### src/rtl/frame_gen_pkg.sv
// Shared types and constants for the framed test-pattern generator and its
// receive-side checker: FSM states, payload mode codes and default frame words.
package frame_gen_pkg;

  typedef enum logic [1:0] {
    IDLE    = 2'd0,
    HEAD    = 2'd1,
    PAYLOAD = 2'd2,
    TAIL    = 2'd3
  } state_t;

  localparam logic [1:0] MODE_PRBS  = 2'd0;
  localparam logic [1:0] MODE_RAMP  = 2'd1;
  localparam logic [1:0] MODE_FIXED = 2'd2;
  localparam logic [1:0] MODE_ALT   = 2'd3;

  localparam logic [9:0] DEF_HEAD_WORD = 10'b1100110011;
  localparam logic [9:0] DEF_TAIL_WORD = 10'b1100110011;

endpackage

### src/rtl/prbs_lfsr.sv
// Parallel Fibonacci LFSR (x^POLY_LENGTH + x^POLY_TAP + 1) that advances DATA_W
// bits per step; data previews the word the next step produces, oldest bit as MSB.
module prbs_lfsr #(
  parameter int POLY_LENGTH = 9,
  parameter int POLY_TAP    = 5,
  parameter int INV_PATTERN = 1,
  parameter int DATA_W      = 10
) (
  input  logic              clk,
  input  logic              rst_n,
  input  logic              seed_load,
  input  logic              step,
  output logic [DATA_W-1:0] data
);

  logic [POLY_LENGTH-1:0] lfsr;
  logic [POLY_LENGTH-1:0] lfsr_next;
  logic [POLY_LENGTH-1:0] work;
  logic [DATA_W-1:0]      bits;
  logic                   fb;

  // Unroll DATA_W serial shifts so one step emits a whole word.
  always_comb begin
    work = lfsr;
    bits = '0;
    fb   = 1'b0;
    for (int i = 0; i < DATA_W; i++) begin
      fb                 = work[POLY_LENGTH-1] ^ work[POLY_TAP-1];
      bits[DATA_W-1-i]   = fb;
      work               = {work[POLY_LENGTH-2:0], fb};
    end
    lfsr_next = work;
    data      = (INV_PATTERN != 0) ? ~bits : bits;
  end

  always_ff @(posedge clk or negedge rst_n) begin
    if (!rst_n) begin
      lfsr <= '1;
    end else if (seed_load) begin
      lfsr <= '1;
    end else if (step) begin
      lfsr <= lfsr_next;
    end
  end

endmodule

### src/rtl/frame_gen.sv
// Framed test-pattern generator: header, programmable payload (PRBS, ramp,
// fixed, alternating) and tail over a valid/ready stream with registered outputs.
module frame_gen
  import frame_gen_pkg::*;
#(
  parameter int                DATA_W      = 10,
  parameter int                LEN_W       = 11,
  parameter int                POLY_LENGTH = 9,
  parameter int                POLY_TAP    = 5,
  parameter int                INV_PATTERN = 1,
  parameter logic [DATA_W-1:0] HEAD_WORD   = DEF_HEAD_WORD,
  parameter logic [DATA_W-1:0] TAIL_WORD   = DEF_TAIL_WORD
) (
  input  logic              clk,
  input  logic              rst_n,
  input  logic              start,
  input  logic [LEN_W-1:0]  payload_len,
  input  logic [1:0]        mode,
  input  logic [DATA_W-1:0] fixed_word,
  input  logic              out_ready,
  output logic              out_valid,
  output logic [DATA_W-1:0] data_out,
  output logic              sof,
  output logic              eof,
  output logic              busy,
  output logic [15:0]       frame_cnt
);

  state_t            state, state_next;
  logic [LEN_W-1:0]  idx, next_idx, len_q;
  logic [1:0]        mode_q;
  logic [DATA_W-1:0] fixed_q, prbs_word, payload_word;
  logic              accept, upd, take_start, last_beat;

  assign accept    = out_valid && out_ready;
  // Output registers reload whenever the presented word is gone or was never there.
  assign upd       = !out_valid || out_ready || (state_next == IDLE);
  assign last_beat = (idx == len_q - LEN_W'(1));
  assign next_idx  = (state == HEAD) ? '0 : idx + LEN_W'(1);

  always_comb begin
    state_next = state;
    take_start = 1'b0;
    case (state)
      IDLE: begin
        if (start) begin
          state_next = HEAD;
          take_start = 1'b1;
        end
      end
      HEAD: begin
        if (accept) state_next = (len_q == '0) ? TAIL : PAYLOAD;
      end
      PAYLOAD: begin
        if (accept && last_beat) state_next = TAIL;
      end
      TAIL: begin
        if (accept) begin
          if (start) begin
            state_next = HEAD;
            take_start = 1'b1;
          end else begin
            state_next = IDLE;
          end
        end
      end
      default: state_next = IDLE;
    endcase
  end

  prbs_lfsr #(
    .POLY_LENGTH(POLY_LENGTH),
    .POLY_TAP   (POLY_TAP),
    .INV_PATTERN(INV_PATTERN),
    .DATA_W     (DATA_W)
  ) u_prbs (
    .clk      (clk),
    .rst_n    (rst_n),
    .seed_load(upd && (state_next == HEAD)),
    .step     (upd && (state_next == PAYLOAD)),
    .data     (prbs_word)
  );

  always_comb begin
    payload_word = '0;
    case (mode_q)
      MODE_PRBS:  payload_word = prbs_word;
      MODE_RAMP:  payload_word = DATA_W'(next_idx);
      MODE_FIXED: payload_word = fixed_q;
      MODE_ALT:   payload_word = next_idx[0] ? ~fixed_q : fixed_q;
      default:    payload_word = '0;
    endcase
  end

  always_ff @(posedge clk or negedge rst_n) begin
    if (!rst_n) begin
      state     <= IDLE;
      idx       <= '0;
      len_q     <= '0;
      mode_q    <= MODE_PRBS;
      fixed_q   <= '0;
      out_valid <= 1'b0;
      data_out  <= '0;
      sof       <= 1'b0;
      eof       <= 1'b0;
      busy      <= 1'b0;
      frame_cnt <= '0;
    end else begin
      state <= state_next;
      busy  <= (state_next != IDLE);
      if (take_start) begin
        len_q   <= payload_len;
        mode_q  <= mode;
        fixed_q <= fixed_word;
      end
      if (state_next == HEAD) begin
        idx <= '0;
      end else if (upd && (state_next == PAYLOAD)) begin
        idx <= next_idx;
      end
      if ((state == TAIL) && accept) begin
        frame_cnt <= frame_cnt + 16'd1;
      end
      if (upd) begin
        out_valid <= 1'b0;
        data_out  <= '0;
        sof       <= 1'b0;
        eof       <= 1'b0;
        case (state_next)
          HEAD: begin
            out_valid <= 1'b1;
            data_out  <= HEAD_WORD;
            sof       <= 1'b1;
          end
          PAYLOAD: begin
            out_valid <= 1'b1;
            data_out  <= payload_word;
          end
          TAIL: begin
            out_valid <= 1'b1;
            data_out  <= TAIL_WORD;
            eof       <= 1'b1;
          end
          default: ;
        endcase
      end
    end
  end

endmodule

### config.mk
export PLATFORM = sky130hd
export DESIGN_NAME = frame_gen
export DESIGN_NICKNAME = d
export VERILOG_FILES = /design/src/rtl/frame_gen_pkg.sv /design/src/rtl/prbs_lfsr.sv /design/src/rtl/frame_gen.sv
export SDC_FILE = /design/constraint.sdc
export NUM_CORES = 1
export LEC_CHECK = 0
export ABC_AREA = 1
export BUFFER_PORTS_ARGS = -buffer_cell sky130_fd_sc_hd__buf_2
export CORE_ASPECT_RATIO = 0.9
export CORE_MARGIN = 10
export CORE_UTILIZATION = 33
export DETAILED_ROUTE_END_ITERATION = 16
export SLEW_MARGIN = 10
export SYNTH_ARGS = -nofsm -noshare
export SYNTH_HDL_FRONTEND = slang
export SYNTH_SLANG_ARGS = --single-unit
export TNS_END_PERCENT = 50
### constraint.sdc
create_clock -name clk -period 1.8 [get_ports clk]
set_input_delay 0.18 -clock clk [delete_from_list [all_inputs] [get_ports clk]]
set_output_delay 0.18 -clock clk [all_outputs]
set_load 0.02 [all_outputs]
---- Word level (Yosys, flattened, before mapping) ----
Cells that the tools add are included.
storage, ports and cells
  register bits ........................... 75
  input bits .............................. 27
  output and inout bits ................... 30
  logic and storage cells ................. 75
cells by class
  add/sub/neg operators ................... 3
  eq/ne operators ......................... 10
  mux-type cells .......................... 21
  bitwise logic cells ..................... 12
  reduce and logical (&&, ||, !) cells .... 17
operators by type and width
  operator               count
  $pmux 10 s4            1
  $mux 11                3
  $not 10->10            2
  $pmux 10 s2            1
  $mux 9                 2
  $add 16x1->16 const B  1
  $eq 2x2->1 const B     6
  $add 11x1->11 const B  1
  $eq 11x11->1           1
  $logic_not 11->1       1
  $sub 11x1->11 const B  1
  $mux 10                1
  $xor 1x1->1            10
  $mux 2                 4
  $pmux 2 s4             1
  $mux 1                 7
  $eq 2x1->1 const B     3
  $logic_not 2->1        3
  $reduce_bool 2->1      3
  $logic_and 1x1->1      5
  $reduce_or 3->1        1
  $logic_or 1x1->1       2
  $pmux 1 s2             1
  $reduce_or 2->1        1
  $logic_not 1->1        1

---- Longest topological paths before layout ----
Gate-level depths: netlist of the first run.
  word-level depth ........................ 10
  depth in mapped cells ................... 19
  depth with buffers taken out ............ 19

---- Cells and area by module ----
Synthesis of the first run repeated with hierarchy kept, for this count alone.
unflattened totals
  cell total of the unflattened synthesis .. 552
  area, all modules ....................... 4291.6 µm²
by module, submodules not included
  module     instances  cells each  area an instance (µm²)
  frame_gen  1          476         3762.4
  prbs_lfsr  1          76          529.3

---- Worst setup path before layout of the first run ----
No wires, ideal clock.
  path type ............................... register to register
  start ................................... register len_q[0]
  end ..................................... register data_out[1]
  data arrival time ....................... 1857 ps
  data required time ...................... 1683 ps
  path slack .............................. -174 ps
  stages on the path, launching flop included .. 18
  clock period less this slack ............ 1974 ps
  cells stage by stage .................... dfrtp_1 -> inv_1 -> ha_1 -> nand2_2 -> nor2_4 -> nand2_1 -> nand3_1 -> nand2_1 -> nor2_1 -> nand3_1 -> nand2_1 -> nand2_1 -> nand2_2 -> nand2_4 -> nand2_4 -> nand2_1 -> nand2_1 -> nand2_1
between the ends
  cells in the longest elaborated chain, start to end .. 8
RTL lines
  element                                          line              text
  from (decl)                                      frame_gen.sv:30   logic [LEN_W-1:0] idx, next_idx, len_q;
  from (signal assigned)                           frame_gen.sv:112  len_q <= payload_len;
  $sub 11x1->11                                    frame_gen.sv:38   assign last_beat = (idx == len_q - LEN_W'(1));
  $eq 11x11->1                                     frame_gen.sv:38
  $logic_and 1x1->1                                frame_gen.sv:55   if (accept && last_beat) state_next = TAIL;
  $mux 2                                           frame_gen.sv:55
  $pmux 2 s4 *                                     frame_gen.sv:44   case (state)
  $eq 2x1->1 / $eq 2x2->1 (equally long branches)  frame_gen.sv:129  case (state_next)
  $reduce_or 2->1 (no source line)                 --
  $pmux 10 s2                                      frame_gen.sv:129
  to (signal assigned)                             frame_gen.sv:137  data_out <= payload_word;
  to (decl)                                        frame_gen.sv:22   output logic [DATA_W-1:0] data_out,
Every way passes the cells marked *; elsewhere a longest branch is shown, timed or not.
A chain may end at the register's enable or synchronous reset.

---- Worst setup path in the final report of the first run ----
  start ................................... register len_q[0]
  end ..................................... register u_prbs.lfsr[5]
between the ends
  cells in the longest elaborated chain, start to end .. 9
RTL lines
  element                                             line                              text
  $sub 11x1->11                                       frame_gen.sv:38
  $eq 11x11->1                                        frame_gen.sv:38
  $logic_and 1x1->1                                   frame_gen.sv:55
  $mux 2                                              frame_gen.sv:55
  $pmux 2 s4 *                                        frame_gen.sv:44
  $logic_not 2->1                                     frame_gen.sv:37                   assign upd = !out_valid || out_ready || (state_next == IDLE);
  $logic_or 1x1->1                                    frame_gen.sv:37
  $logic_and 1x1->1 (on tied branches)                frame_gen.sv:79, frame_gen.sv:80
  $mux 9 / $reduce_bool 2->1 (equally long branches)  --
  to (signal assigned)                                prbs_lfsr.sv:42                   lfsr <= lfsr_next;
  to (decl)                                           prbs_lfsr.sv:16                   logic [POLY_LENGTH-1:0] lfsr;
Marks and branches as above.

==> results.json, run 1 <==
{
  "holdPathEnd": "len_q[6]",
  "antenna_left": 0,
  "cts-root-buf": "clkbuf_16",
  "fmax_mhz": 459,
  "antennaDiodeCount": 0,
  "first_global_vias": 4086,
  "drive_gt1_share_pct": 32.0,
  "crit_fanout": 5,
  "drt_wl_total_mm": 11.9,
  "total_power_mw": 10.5,
  "ys_seq_area_share_pct": 43.5,
  "syn_area_per_cell_um2": 7.84,
  "core_mm2": 0.0128,
  "die_w_um": 141,
  "maxCapViolCount": 0,
  "routabilityCongestion": 0.886,
  "status": "finished, violations left",
  "drt_iter0_markers": 260,
  "seq_power_share_pct": 25.6,
  "worst_slack_ns": -0.380,
  "vias": 4074,
  "post_drt_via_cell_ratio": 4.79,
  "combPwrFrac_pct": 54.4,
  "hold_path.class": "input port to register",
  "fin_crit_sh_pct": 121,
  "clk_path_buf_depth": 2,
  "synth-seq-cells": 75,
  "cts_sinks": 75,
  "die-area_mm2": 0.0182,
  "dp_worst_setup_slack_ns": -0.343,
  "synthDistinctLibCells": 37,
  "clock_latency_ns": 0.34,
  "skew_ns": 0.00855,
  "dp_hpwl_mm": 8.51,
  "min_from": "payload_len[6]",
  "r2r-start": "len_q[0]",
  "cts_inserted_buffers": 9,
  "area_growth_syn_to_layout_pct": 37.2,
  "start_util_pct": 34.0,
  "p_per_area_mw_per_mm2": 1760,
  "synth_top_family_by_area": "simple AND/OR/NAND/NOR gates",
  "worst_r2r_path_depth": 15,
  "finalSetupViolCount": 36,
  "synth.mux.area_fraction_pct": 3.11,
  "worstMarginPinSlew_ns": 0.772,
  "io_buffers": 56,
  "swShare_pct": 42.1,
  "fin_crit_ns": 2.18,
  "start_kind": "register",
  "hold_ws_ns": 0.0681,
  "path_clk_slew_ns": 0.06,
  "finalHoldViolations": 0,
  "post-synth-top-area-cell": "dfrtp_1",
  "synth_area_leaders": "dfrtp_1 (38%), nand2_1 (12%), nand3_1 (8.3%)",
  "drc": 0,
  "route.detailed.wl_per_inst_um": 13.9,
  "synth-compound-area-share_pct": 6.45,
  "synthCells": 554,
  "grt_overflow": 0,
  "yosys.area_share.simple_pct": 30.9,
  "slew_violations": 0,
  "violations": "negative setup slack",
  "grt_max_degree": 36,
  "htree_levels": 3,
  "p_clk_share_pct": 19.9,
  "synth_warnings": 0,
  "synthesis.area_mm2": 0.00434,
  "cts_tree": "built",
  "cellInternalPower_mw": 6.06,
  "fin_nets": 717,
  "postLayoutCoreUtil_pct": 46.6,
  "synth_top_area_share_pct": 38.0,
  "required_ns": 2.07,
  "synth_xor_area_share_pct": 6.05,
  "synthAdderAreaFrac_pct": 2.30,
  "irDropWorstVdd_v": 0.000839,
  "first_pass_iters": 5,
  "row_count": 39,
  "antenna_found_initial": 0,
  "ioPinCount": 57,
  "grt_pass1_wl_mm": 19.4,
  "syn_nets": 589,
  "max_slew_margin_pct": 48.4,
  "hold_depth": 2,
  "timing.rr.end": "u_prbs.lfsr[5]",
  "arrival_ns": 2.45,
  "switching_power_mw": 4.41,
  "critical_path_class": "register to register",
  "track_usage_pct": 12.8,
  "die_h_um": 129,
  "rsz0062_at_grt": "yes",
  "p_leak_nw": 3.08,
  "worst-r2r-setup-slack_ns": -0.38,
  "endpoint_kind": "register"
}
[worst max-delay path, cell delays in order (launching register included)]
cell and delay, ns:
dfrtp_1 0.38, inv_2 0.11, ha_4 0.22, xnor2_2 0.12
nor2_1 0.11, nand2_1 0.07, nor2_1 0.09, nand2_1 0.07
nor2_2 0.09, nand3_2 0.09, nand2_2 0.06, nand2_2 0.06
nand2_4 0.14, buf_4 0.17, nand4_4 0.15, nand3_1 0.17
[state kept, by name (all words and copies together), names as in the netlist]
| name | flops |
|---|---|
| frame_cnt | 16 |
| state | 2 |
| fixed_q | 10 |
| len_q | 11 |
| data_out | 10 |
| mode_q | 2 |
| out_valid | 1 |
| idx | 11 |
| eof | 1 |
| sof | 1 |
| busy | 1 |
| u_prbs.lfsr | 9 |
[repair_timing]
action,in CTS,in global routing
hold buffers,1,0
pin swaps,6,8
cloned,1,5
hold endpoints to repair,20,0
setup buffers,5,5
gates resized for setup,19,23
endpoints found under the setup margin,38,53
[final cells by class]
cell class,count,area (um2)
multi-input cells,408,2390
flip-flops and latches,75,1890
repair buffers,131,916
clock inverters,5,100
inverters,57,214
fillers,1266,6830
well taps,164,205
clock buffers,11,243
[per-stage QoR]
stage | std cells | instance area [um2] | TNS (ns)
2_1_floorplan | 554 | 4410 | -3.92
3_3_place_gp | 818 | 5260 | -8.28
3_5_place_dp | 818 | 5260 | -10.38
4_1_cts | 841 | 5760 | -9.50
5_1_grt | 851 | 5960 | -18.59
6_report | 851 | 5960 | -12.00
[cell families (layout without fill, tap and decap cells)]
kind of cell | Yosys count | count (layout)
AOI/OAI and AO/OA | 53 | 53
DFF | 75 | 75
xor gates and xnor gates | 30 | 30
muxes | 12 | 12
adders and majority gates | 8 | 8
and+or+nand+nor | 301 | 305
buffers and inverters | 75 | 204
[cells in the final DEF (no fill, tap or decap), types with 6 or more instances in the layout]
master,instances
inv_1,53
xor2_1,19
buf_4,67
nand3_2,16
nor2_1,53
mux2_2,12
a21oi_1,27
xnor2_1,10
dfrtp_1,65
nand4_1,8
ha_1,6
nand3_1,56
nand2_1,136
buf_2,55
clkbuf_16,9
o21ai_0,17
dfstp_2,9
[Yosys cell counts, drive strengths merged]
master     n
xor2      19
nand2    145
o2111ai    1
dfstp      9
o21ai     20
nand3b     4
buf       13
nor2      61
o22ai      1
or2        1
inv       57
a221oi     1
ha         8
mux2      12
a31oi      1
a21oi     27
clkbuf     5
dfrtp     66
o21a       1
xnor2     11
nor4b      1
nand4      9
nand3     72
nor3       8
o211ai     1
[worst max path at each step]
stage,startpoint,end,depth (start not counted)
final,len_q[0],u_prbs.lfsr[5],15
after global routing,len_q[0],u_prbs.lfsr[7],16
after CTS,len_q[0],data_out[4],17
after detailed placement,len_q[0],data_out[4],17
after global placement,len_q[0],data_out[4],17
after floorplan,state[1],frame_cnt[15],13
[power groups by stage]
stage / clock [mW] / combinational, mW / sequential, mW
after floorplan: 0 / 2.96 / 2.84
after global placement: 0 / 4.57 / 2.69
after detailed placement: 0 / 4.65 / 2.70
final: 2.09 / 5.70 / 2.69
after CTS: 2.14 / 5.18 / 2.68
after global routing: 2.20 / 6.27 / 2.76
[metal layers]
layer	track usage, %	part of all wire, %
met1	15.6	45
met2	21.1	47
met3	3.71	6.0
met4	4.37	1.9
met5	0	0
Note: power is estimated with default switching activity, not from simulation.
==> inputs of run 2 (changes only) <==
SKIP_CTS_REPAIR_TIMING = 1   (was not set)
==> run 2 against run 1 <==
  * The flow still finishes with violations (negative setup slack)
  * Critical path depth rose by 1
  * Count of clock-buffer cells in the layout did not move
  * Cell count fell by 1.1%
  * Via count fell by 1.6%
  * Fmax rose by 2.5%
  * Sequential power barely moved
  * Setup slack improved by 0.054 ns
  * Combinational power fell by 6.5%
  * Critical path type unchanged
==> results.json, run 2 (synthesis gave the netlist of run 1 again) <==
{
  "die-area_mm2": 0.0182,
  "grt_max_degree": 36,
  "routabilityCongestion": 0.886,
  "irDropWorstVdd_v": 0.000816,
  "setup.worst_path.start": "len_q[0]",
  "worst_slack_ns": -0.326,
  "start_kind": "register",
  "hold_path.class": "input port to register",
  "die_w_um": 141,
  "finalSetupViolCount": 36,
  "row_count": 39,
  "skew_ns": 0.00969,
  "critPathSlowestCell": "dfrtp_1",
  "cts_inserted_buffers": 9,
  "placedCellCount": 818,
  "die_h_um": 129,
  "fin_crit_ns": 2.13,
  "area_growth_syn_to_layout_pct": 34.7,
  "r2r-start": "len_q[0]",
  "crit_chain": "inv_2 > ha_4 > nand2_4 > nor2_4 > nand2_1 > nand3_1 > nand2_1 > nor2_1 > nand3_2 > nand2_2 > nand2_2 > nand2_4 > nand2_8 > buf_8 > nand3b_1 > nand2_1",
  "arrival_ns": 2.35,
  "crit_family": "simple AND/OR/NAND/NOR gates",
  "core_mm2": 0.0128,
  "drive_gt1_share_pct": 32.0,
  "worstSetupEndpoint": "idx[9]",
  "worst-r2r-setup-slack_ns": -0.33,
  "final_cell_mix": "nand2_1 (128), dfrtp_1 (64), buf_4 (63), nand3_1 (60)",
  "fin_crit_sh_pct": 118,
  "cp_num_buf_inv": 2,
  "p_leak_nw": 3.02,
  "dp_hpwl_mm": 8.51,
  "rsz0062_at_grt": "yes",
  "final_cells": 842,
  "antenna_left": 0,
  "p_per_area_mw_per_mm2": 1730,
  "mostFrequentLayoutCell": "nand2_1",
  "first_global_vias": 4037,
  "worst_r2r_path_depth": 16,
  "drt_iter0_markers": 235,
  "hold_ws_ns": 0.0675,
  "drt_wl_total_mm": 11.4,
  "path_clk_slew_ns": 0.06,
  "fin_nets": 708,
  "violations": "negative setup slack",
  "max_slew_margin_pct": 75.0,
  "antennaDiodeCount": 0,
  "cts_tree": "built",
  "top_register": "frame_cnt",
  "max_stage_delay_ns": 0.38,
  "drc": 0,
  "slew_violations": 0,
  "total_power_mw": 10.1,
  "ioPinCount": 57,
  "endpoint_kind": "register",
  "worstMarginPinSlew_ns": 0.374,
  "start_util_pct": 34.0,
  "route.detailed.wl_per_inst_um": 13.6,
  "htree_levels": 3,
  "maxCapViolCount": 0,
  "cts_sinks": 75,
  "clk_path_buf_depth": 2,
  "antenna_found_initial": 0,
  "required_ns": 2.02,
  "status": "finished, violations left",
  "finalHoldViolations": 0,
  "cts-root-buf": "clkbuf_16",
  "fmax_mhz": 470,
  "first_pass_iters": 4,
  "track_usage_pct": 12.6,
  "crit_fanout": 11,
  "critical_path_class": "register to register",
  "grt_pass1_wl_mm": 19.2,
  "largest_register_ffs": 16,
  "clock_latency_ns": 0.34,
  "io_buffers": 56,
  "vias": 4010,
  "worst_path_most_repeated_cell": "nand2_1",
  "timing.rr.end": "idx[9]",
  "path_depth": 16,
  "grt_overflow": 0,
  "min_from": "payload_len[6]",
  "post_drt_via_cell_ratio": 4.76,
  "top_regs": "frame_cnt: 16 flops, idx: 11 flops, len_q: 11 flops"
}
==> run 2: worst min path at each step <==
stage                     slack [ns]          to  cells past startpoint
after floorplan                -0.12        busy                      0
after global placement          0.11  fixed_q[9]                      1
after detailed placement        0.11  fixed_q[9]                      1
after CTS                      -0.25  fixed_q[9]                      1
after global routing            0.06  fixed_q[7]                      2
final                           0.07    len_q[6]                      2
==> run 2: metrics by stage <==
stage / utilization, % / cell area, um2 / TNS, ns / setup slack [ns]
after floorplan: - / 4410 / -3.92 / -0.115
after global placement: 41.1 / 5260 / -8.28 / -0.284
after detailed placement: 41.1 / 5260 / -10.38 / -0.343
after CTS: 43.8 / 5600 / -11.07 / -0.352
after global routing: 45.7 / 5850 / -17.32 / -0.510
final: 45.7 / 5850 / -9.49 / -0.326
==> run 2: report_power, final <==
group,switching [mW],internal (mW),total (mW)
clock,0.702,1.39,2.09
sequential,0.423,2.26,2.68
combinational,3.11,2.22,5.33
total,4.24,5.87,10.1
==> run 2: final cells by class <==
class	instances	area (um2)
Fill cell	1261	6940
Multi-Input combinational cell	405	2340
Sequential cell	75	1890
Timing Repair Buffer	125	851
Clock buffer	11	243
Inverter	57	214
Tap cell	164	205
Clock inverter	5	100
==> run 2: per-layer routing <==
layer | part of all wire, % | track usage, % | up-vias
li1 | - | - | 2030
met1 | 46 | 15.6 | 1885
met2 | 47 | 20.4 | 80
met3 | 5.8 | 4.16 | 15
met4 | 1.6 | 3.94 | 0
met5 | 0 | 0 | -
